`src/rtl/seq_fixed_point_sqrt.sv`:
```
// Multi-cycle signed fixed-point square root, one root bit per clock.
// Optional o_exact output enabled by defining SEQ_FIXED_POINT_SQRT_EXACT_EN.
module seq_fixed_point_sqrt #(
    parameter int WII   = 10,
    parameter int WIF   = 11,
    parameter int WOI   = 9,
    parameter int WOF   = 10,
    parameter int ROUND = 1
) (
    input  logic                 clk,
    input  logic                 rst,
    input  logic                 i_valid,
    output logic                 i_ready,
    input  logic [WII+WIF-1:0]   in,
    output logic                 o_valid,
    input  logic                 o_ready,
    output logic [WOI+WOF-1:0]   out,
    output logic                 o_overflow,
    output logic                 o_neg
`ifdef SEQ_FIXED_POINT_SQRT_EXACT_EN
    ,
    output logic                 o_exact
`endif
);

    localparam int IW  = WII + WIF;
    localparam int WR  = WOI + WOF;
    localparam int NI  = WR + ROUND;
    localparam int NI1 = NI + 1;
    localparam int SH  = 2 * WOF + 2 * ROUND - WIF;
    localparam int XW  = IW + 2 * NI + 2;
    localparam int RW  = NI + 2;
    localparam int CW  = (NI > 1) ? $clog2(NI) : 1;

    localparam logic [1:0] S_IDLE = 2'd0;
    localparam logic [1:0] S_CALC = 2'd1;
    localparam logic [1:0] S_DONE = 2'd2;

    // Largest positive output value, widened to the rounded-root width.
    localparam logic [NI:0] MAXP = {{(NI + 2 - WR){1'b0}}, {(WR - 1){1'b1}}};
    localparam logic [CW-1:0] CNT_LOAD = CW'(NI - 1);

    logic [1:0]      state;
    logic [CW-1:0]   cnt;
    logic [2*NI-1:0] rad;
    logic [RW-1:0]   rem;
    logic [NI-1:0]   root;
    logic            neg_r;
    logic            ovf_r;

    logic            accept;
    logic            in_neg;
    logic [XW-1:0]   in_ext;
    logic [XW-1:0]   r_ext;
    logic            lost_hi;

    logic [RW-1:0]   rem_sh;
    logic [RW-1:0]   trial;
    logic [RW-1:0]   diff;
    logic            ge;
    logic [RW-1:0]   rem_nxt;
    logic [NI-1:0]   root_nxt;
    logic [2*NI-1:0] rad_nxt;

    logic [NI:0]     rnd;
    logic            sat;
    logic [WR-1:0]   res;

`ifdef SEQ_FIXED_POINT_SQRT_EXACT_EN
    logic            trunc;
    logic            trunc_r;
    logic            round_inc;
    logic            exact_d;
`endif

    assign in_neg = in[IW-1];
    assign in_ext = {{(XW - IW){1'b0}}, in};

    // Ready when idle, or when the held result is being taken this cycle.
    assign i_ready = (state == S_IDLE) | (o_valid & o_ready);
    assign accept  = i_valid & i_ready;

    // Align the radicand so the root lands with WOF (+ROUND) fraction bits.
    generate
        if (SH >= 0) begin : g_shl
            assign r_ext = in_ext << SH;
`ifdef SEQ_FIXED_POINT_SQRT_EXACT_EN
            assign trunc = 1'b0;
`endif
        end else begin : g_shr
            assign r_ext = in_ext >> (-SH);
`ifdef SEQ_FIXED_POINT_SQRT_EXACT_EN
            localparam logic [XW-1:0] ONE_X = {{(XW - 1){1'b0}}, 1'b1};
            assign trunc = |(in_ext & ((ONE_X << (-SH)) - ONE_X));
`endif
        end
    endgenerate

    assign lost_hi = |r_ext[XW-1:2*NI];

    // One restoring step: bring in two radicand bits, try (root<<2)|1.
    assign rem_sh   = (rem << 2) | RW'(rad[2*NI-1 -: 2]);
    assign trial    = (RW'(root) << 2) | RW'(1);
    assign ge       = rem_sh >= trial;
    assign diff     = rem_sh - trial;
    assign rem_nxt  = ge ? diff : rem_sh;
    assign root_nxt = (root << 1) | NI'(ge);
    assign rad_nxt  = rad << 2;

    // Drop the guard bit with round-half-up, keeping a carry bit.
    generate
        if (ROUND != 0) begin : g_rnd
            assign rnd = NI1'(root >> 1) + NI1'(root[0]);
`ifdef SEQ_FIXED_POINT_SQRT_EXACT_EN
            assign round_inc = root[0];
`endif
        end else begin : g_trn
            assign rnd = NI1'(root);
`ifdef SEQ_FIXED_POINT_SQRT_EXACT_EN
            assign round_inc = 1'b0;
`endif
        end
    endgenerate

    assign sat = (rnd > MAXP) | ovf_r;
    assign res = sat ? MAXP[WR-1:0] : rnd[WR-1:0];

`ifdef SEQ_FIXED_POINT_SQRT_EXACT_EN
    assign exact_d = (rem == '0) & ~round_inc & ~trunc_r & ~neg_r;
`endif

    // Control FSM plus iteration datapath and result registers.
    always_ff @(posedge clk or posedge rst) begin
        if (rst) begin
            state      <= S_IDLE;
            cnt        <= '0;
            rad        <= '0;
            rem        <= '0;
            root       <= '0;
            neg_r      <= 1'b0;
            ovf_r      <= 1'b0;
            o_valid    <= 1'b0;
            out        <= '0;
            o_overflow <= 1'b0;
            o_neg      <= 1'b0;
`ifdef SEQ_FIXED_POINT_SQRT_EXACT_EN
            trunc_r    <= 1'b0;
            o_exact    <= 1'b0;
`endif
        end else begin
            case (state)
                S_IDLE, S_DONE: begin
                    if (accept) begin
                        o_valid <= 1'b0;
                        rem     <= '0;
                        root    <= '0;
                        cnt     <= CNT_LOAD;
                        rad     <= r_ext[2*NI-1:0];
                        if (in_neg) begin
                            neg_r <= 1'b1;
                            ovf_r <= 1'b0;
                            state <= S_DONE;
                        end else begin
                            neg_r <= 1'b0;
                            ovf_r <= lost_hi;
                            state <= S_CALC;
                        end
`ifdef SEQ_FIXED_POINT_SQRT_EXACT_EN
                        trunc_r <= trunc;
`endif
                    end else if (state == S_DONE) begin
                        if (!o_valid) begin
                            o_valid <= 1'b1;
                            if (neg_r) begin
                                out        <= '0;
                                o_overflow <= 1'b0;
                                o_neg      <= 1'b1;
                            end else begin
                                out        <= res;
                                o_overflow <= sat;
                                o_neg      <= 1'b0;
                            end
`ifdef SEQ_FIXED_POINT_SQRT_EXACT_EN
                            o_exact <= exact_d;
`endif
                        end else if (o_ready) begin
                            o_valid <= 1'b0;
                            state   <= S_IDLE;
                        end
                    end
                end
                S_CALC: begin
                    rad  <= rad_nxt;
                    rem  <= rem_nxt;
                    root <= root_nxt;
                    if (cnt == '0) begin
                        state <= S_DONE;
                    end else begin
                        cnt <= cnt - CW'(1);
                    end
                end
                default: begin
                    state <= S_IDLE;
                end
            endcase
        end
    end

endmodule

```
`config.mk`:
```
export PLATFORM = sky130hd
export DESIGN_NAME = seq_fixed_point_sqrt
export DESIGN_NICKNAME = d
export VERILOG_FILES = /design/src/rtl/seq_fixed_point_sqrt.sv
export SDC_FILE = /design/constraint.sdc
export NUM_CORES = 1
export LEC_CHECK = 0
export BUFFER_PORTS_ARGS = -buffer_cell sky130_fd_sc_hd__buf_2
export CAP_MARGIN = 5
export CORE_MARGIN = 5
export CORE_UTILIZATION = 30
export DETAILED_ROUTE_END_ITERATION = 16
export HOLD_SLACK_MARGIN = 0.08
export PLACE_DENSITY = 0.44
export SLEW_MARGIN = 10
export SYNTH_ARGS = -nofsm -noshare
export SYNTH_HDL_FRONTEND = slang
export SYNTH_SLANG_ARGS = --single-unit
```
`constraint.sdc`:
```
create_clock -name clk -period 4.4 [get_ports clk]
set_clock_uncertainty 0.1 [all_clocks]
set_input_delay 0 -clock clk [delete_from_list [all_inputs] [get_ports clk]]
set_output_delay 0 -clock clk [all_outputs]
set_load 0.005 [all_outputs]
```
==> impl_metrics.yaml, run 1 <==
synth:
  syn-cell-area_um2: 5634
  synth_mux_area_share_pct: 2.421
  syn_nets: 668
  synth-compound-area-share_pct: 21.87
  synth_edf_count: 0
  synth_area_leader_cell: "dfrtp_1"
  yosys.area_share.simple_pct: 16.37
  synthXorXnorAreaFrac_pct: 4.974
  synth_top_family_by_area: "compound AO/OA/AOI/OAI gates"
  ys_top_cells_by_area: "dfrtp_1, ha_1, nand2_1, a21oi_1, o21ai_0"
  synthArstFlopShare_pct: 100.0
  yosysWarnings: 0
  synthCells: 617
  synth_top_area_share_pct: 43.97
  ys_ff_latch: 99
  ys_types: 63
  synth_fa_ha_area_share_pct: 5.774
  syn_area_per_cell_um2: 9.132
  ys.flop_type: "dfrtp_1"
  synth-seq-area-share_pct: 43.97
job:
  maxCapViolCount: 0
clocking:
  worstSkewPairLatency_ns: 0.35
  clk_pin_slew_worst_paths_ns: 0.07
  cts_hold_buf: 25
  cts_resized: 0
  clkSinkCount: 99
  clk_path_buf_depth: 2
  cts_setup_buffers: 0
  htree_levels: 3
  root_buffer: "clkbuf_16"
  cts_buffers: 9
  cts_tree: "built"
place:
  placed_area_um2: 6100
  portBuffers: 47
  gp_congestion: 0.8759
  hpwl_um: 10130
setup_path:
  required_ns: 4.56
  worst-path-max-fanout: 16
  cp-start-kind: "register"
  critical_path_class: "register to register"
  arrival_ns: 3.20
  endpoint_kind: "register"
power_and_ir_drop:
  leakage_nw: 3.019
  pwr-share-clk_pct: 19.7
  combPwrFrac_pct: 49.2
  p_int_mw: 2.515
  p_seq_share_pct: 31.1
  peakVddDrop_v: 0.0002313
  swShare_pct: 41.77
  power_density_nw_per_um2: 648.3
  switchingPower_mw: 1.804
routing:
  postRouteAntennaNets: 0
  vias: 4598
  drt_wl_total_um: 14190
  viasPerCell: 5.020
  drc: 0
  drtIter0Drc: 250
  dr.pass1.iters: 4
  avgRoutedWirePerCell_um: 15.49
sta:
  maxSlewViolCount: 0
  worst_pin_slew_ns: 1.120
  tns_ns: 0
  hold_violations: 0
  period_minus_slack_ns: 3.045
  setup_viol: 0
  relSlewSlack_pct: 25.03
  finalCritPeriodShare_pct: 69.21
  rsz0062_at_grt: "no"
  timing.fmax_mhz: 328.4
layout:
  fin_area_um2: 6663
  layout-drive-gt1-share_pct: 14.66
  n_antenna_cell: 0
  syn2layout_area_growth_pct: 18.25
  finalNetCount: 729
  post-route-util_pct: 35.86
grt:
  grt_overflow: 0
  grt_pass1_wl_um: 24420
  grt_pass1_vias: 4662
  grt.total_usage_pct: 13.78
  antenna_found_initial: 0
  grt_max_degree: 76
die:
  core_area_um2: 18580
  num_io_pins: 48
  fp-row-count: 50
  die_area_um2: 21620
  die_x_um: 147.0
  start_util_pct: 30.32
  die_h_um: 147.0
hold_path:
  min_path_type: "primary input to async pin"
outcome:
  status: "completed"
==> metal layers <==
| metal | vias to the layer above | track usage (%) | wire length [um] |
|---|---|---|---|
| li1 | 2321 | - | - |
| met1 | 2196 | 18.47 | 6794 |
| met2 | 68 | 22.74 | 6697 |
| met3 | 13 | 2.437 | 462 |
| met4 | 0 | 4.334 | 233 |
| met5 | - | 0 | 0 |
==> placed cells by master (no fill, tap or decap), types with 8 or more instances in the layout <==
master | synthesis | layout
dfrtp_1 | 99 | 99
nand2_1 | 86 | 86
o21ai_0 | 47 | 47
buf_2 | 1 | 47
a21oi_1 | 47 | 46
nand3_1 | 45 | 45
inv_1 | 37 | 36
ha_1 | 26 | 26
nor2_1 | 27 | 25
dlygate4sd3_1 | 0 | 25
xnor2_1 | 23 | 23
a22oi_1 | 19 | 19
a21oi_2 | 10 | 11
mux2i_1 | 11 | 11
a21o_1 | 10 | 10
nor3_1 | 10 | 10
xor2_1 | 9 | 9
clkbuf_16 | 0 | 9
o21ai_1 | 8 | 8
==> synth_stat cells, types with 4 or more instances <==
cell,n
a21o_1,10
a21oi_1,47
a21oi_2,10
a22oi_1,19
a31oi_1,4
a32oi_1,4
buf_1,4
clkbuf_1,21
dfrtp_1,99
ha_1,26
inv_1,37
mux2i_1,11
nand2_1,86
nand3_1,45
nand4_1,4
nor2_1,27
nor3_1,10
o211ai_1,6
o21a_1,5
o21ai_0,47
o21ai_1,8
o31ai_1,6
xnor2_1,23
xor2_1,9
==> state kept, by name, summed over array words and instances, names as in the netlist <==
signal,count
cnt,5
neg_r,1
o_neg,1
o_overflow,1
o_valid,1
out,19
rad,29
rem,20
root,20
state,2
==> final timing paths <==
check | startpoint | end | slack, ns | cells after the start
max in group asynchronous | rst | root[18] | 3.02 | 4
hold / removal | rst | state[1] | 0.29 | 3
hold reg to reg | rad[27] | rad[27] | 0.38 | 2
setup reg to reg | root[9] | rem[14] | 1.35 | 8
setup / recovery | root[9] | rem[14] | 1.35 | 8
min in group clk | in[1] | rad[12] | 0.29 | 4
==> cell type report <==
cell class | instances | area, um2
fill | 1914 | 11920
multi-input combinational | 453 | 2908
tap | 234 | 292.8
clock inverter | 6 | 87.58
clock buffer | 9 | 225.2
inverter | 37 | 141.4
sequential | 99 | 2477
timing repair buffer | 78 | 530.5
==> critical path, cell delays in order (launching register included) <==
cell and delay, ns:
dfrtp_1 0.46, inv_1 0.12, ha_1 0.42, nand4_2 0.19
nor3_2 0.32, o211ai_2 0.17, a41oi_4 0.61, nand2_1 0.31
o211ai_1 0.25
==> kinds of logic after synthesis <==
group                    after synthesis
adder cells (fa/ha/maj)               26
flip-flops                            99
AND/OR/NAND/NOR                      193
AO/OA/AOI/OAI                        189
multiplexers                          13
XOR/XNOR                              32
buffers and inverters                 65
==> per-stage QoR <==
step	setup WS, ns	power, mW	instances	hold slack, ns
final	1.355	4.319	916	0.2876
after global routing	1.034	4.698	916	0.2981
after CTS	1.287	4.384	916	0.2657
after detailed placement	1.317	3.476	876	0.1076
after global placement	1.419	3.467	876	0.09310
after floorplan	1.710	2.958	617	-0.01093
==> power groups by stage <==
stage	registers (mW)	clock network [mW]	logic [mW]
after detailed placement	1.36	0	2.11
final	1.35	0.850	2.12
after CTS	1.35	0.885	2.15
after floorplan	1.31	0	1.64
after global placement	1.36	0	2.11
after global routing	1.39	0.921	2.39
Note: power is estimated with default switching activity, not from simulation.
==> inputs of run 2 (changes only) <==
==> constraint.sdc (replaced) <==
create_clock -name clk -period 3.1 [get_ports clk]
set_clock_uncertainty 0.1 [all_clocks]
set_input_delay 0 -clock clk [delete_from_list [all_inputs] [get_ports clk]]
set_output_delay 0 -clock clk [all_outputs]
set_load 0.005 [all_outputs]
==> impl_metrics.yaml, run 2 (same netlist as run 1, synthesis figures left out) <==
routing:
  viasPerCell: 5.044
  avgRoutedWirePerCell_um: 15.54
  vias: 4656
  dr.pass1.iters: 4
  postRouteAntennaNets: 0
  drtIter0Drc: 332
  drt_wl_total_um: 14350
  drc: 0
place:
  portBuffers: 47
  hpwl_um: 10240
  gp_congestion: 0.7928
  pre_cts_slack_ns: 0.2814
  dp_cells: 882
  placed_area_um2: 6157
sta:
  layout_setup_ws_ns: 0.2499
  rsz0062_at_grt: "no"
  period_minus_slack_ns: 2.850
  setup_viol: 0
  timing.fmax_mhz: 350.9
  finalCritPeriodShare_pct: 91.94
  tns_ns: 0
  relSlewSlack_pct: 53.32
  hold_violations: 0
  maxSlewViolCount: 0
  fin_hold_ws_ns: 0.1873
  worst_pin_slew_ns: 0.7002
grt:
  grt_pass1_vias: 4685
  grt_overflow: 0
  antenna_found_initial: 0
  grt_max_degree: 75
  grt_pass1_wl_um: 24410
  grt.total_usage_pct: 13.77
power_and_ir_drop:
  switchingPower_mw: 2.555
  p_int_mw: 3.560
  leakage_nw: 3.037
  p_seq_share_pct: 31.2
  pwr-share-clk_pct: 18.7
  swShare_pct: 41.79
  peakVddDrop_v: 0.0003469
  combPwrFrac_pct: 50.1
  power_density_nw_per_um2: 912.2
setup_path:
  required_ns: 3.20
  critical_path_class: "register to register"
  endpoint_kind: "register"
  max_stage_delay_ns: 0.46
  cp_slowest_cell: "dfrtp_1"
  rrSetupSlack_ns: 0.25
  cp-start-kind: "register"
  crit_chain: "inv_1 -> ha_1 -> a21oi_1 -> o21ai_0 -> nand3_1 -> a41oi_4 -> buf_4 -> mux2i_1 -> o21ai_0"
  cp_common_cell: "o21ai_0"
  worst-path-max-fanout: 12
  arrival_ns: 2.95
layout:
  regMostFlops: "rad"
  largest_reg_flops: 29
  n_antenna_cell: 0
  layout_commonest_cell: "dfrtp_1"
  post_layout_nonfiller_instances: 923
  fin_area_um2: 6704
  syn2layout_area_growth_pct: 18.99
  finalNetCount: 735
  layout-drive-gt1-share_pct: 15.09
  mostFrequentLayoutCells: "dfrtp_1, nand2_1, o21ai_0, buf_2, a21oi_1"
  largestRegisters: "rad: 29 flops, rem: 20 flops, root: 20 flops"
die:
  die_area_um2: 21620
  die_x_um: 147.0
  start_util_pct: 30.32
  core_area_um2: 18580
  fp-row-count: 50
  num_io_pins: 48
  die_h_um: 147.0
clocking:
  clk_path_buf_depth: 2
  root_buffer: "clkbuf_16"
  clkSinkCount: 99
  cts_buffers: 9
  worstSkewPairLatency_ns: 0.35
  cts_tree: "built"
  clk_pin_slew_worst_paths_ns: 0.07
  cts_setup_buffers: 0
  htree_levels: 3
outcome:
  status: "completed"
hold_path:
  min_path_type: "primary input to async pin"
job:
  maxCapViolCount: 0
run 2: cell count changes in the layout (fill, tap and decap cells not counted), sizes merged:
cell | previous run | this run
buf | 53 | 59
clkbuf | 9 | 13
clkinv | 2 | 0
bufinv | 2 | 1
clkinvlp | 0 | 1
inv | 39 | 38
run 2: path summary, 6_finish.rpt:
path | end | startpoint | cells past startpoint
setup / recovery | rem[13] | root[9] | 9
hold / removal | state[1] | rst | 3
setup reg to reg | rem[13] | root[9] | 9
hold reg to reg | out[11] | out[11] | 1
max in group asynchronous | root[17] | rst | 4
min in group clk | rad[11] | in[0] | 4
run 2: critical path, delay by kind of cell (launching register included):
kind            cells  cell delay (ns)
compound gates      4             0.84
fa+ha+maj           1             0.43
buf+inv             2             0.43
flops               1             0.46
mux                 1             0.22
simple gates        1             0.23
run 2: per-layer routing:
metal | GRT usage, % | share of wire, % | vias up
met3 | 2.252 | 3.8 | 13
met2 | 22.30 | 46 | 88
met1 | 19.05 | 49 | 2225
li1 | - | - | 2330
met5 | 0 | 0 | -
met4 | 4.007 | 1.2 | 0
run 2: final cells by class:
class / instances / area [um2]
Fill cell: 1914 / 11880
Multi-Input combinational cell: 453 / 2908
Sequential cell: 99 / 2477
Timing Repair Buffer: 84 / 588.1
Tap cell: 234 / 292.8
Clock buffer: 13 / 250.2
Inverter: 37 / 141.4
Clock inverter: 3 / 46.29
run 2: power groups by stage:
stage               Combinational (mW)  Sequential (mW)  Clock (mW)
floorplan                         2.33             1.86           0
detailed placement                3.05             1.93           0
finish                            3.06             1.91        1.15
global route                      3.44             1.96        1.24
CTS                               3.10             1.91        1.19
global placement                  3.02             1.92           0
run 2: what timing repair did:
action                    CTS  global route
hold buffers               25             0
hold endpoints to repair   73             0
gates resized for setup     0             0
run 2: metrics by stage:
stage	power, mW	util, %
3_3_place_gp	4.948	33.14
3_5_place_dp	4.980	33.14
5_1_grt	6.639	36.08
6_report	6.115	36.08
4_1_cts	6.201	36.08
2_1_floorplan	4.199	-
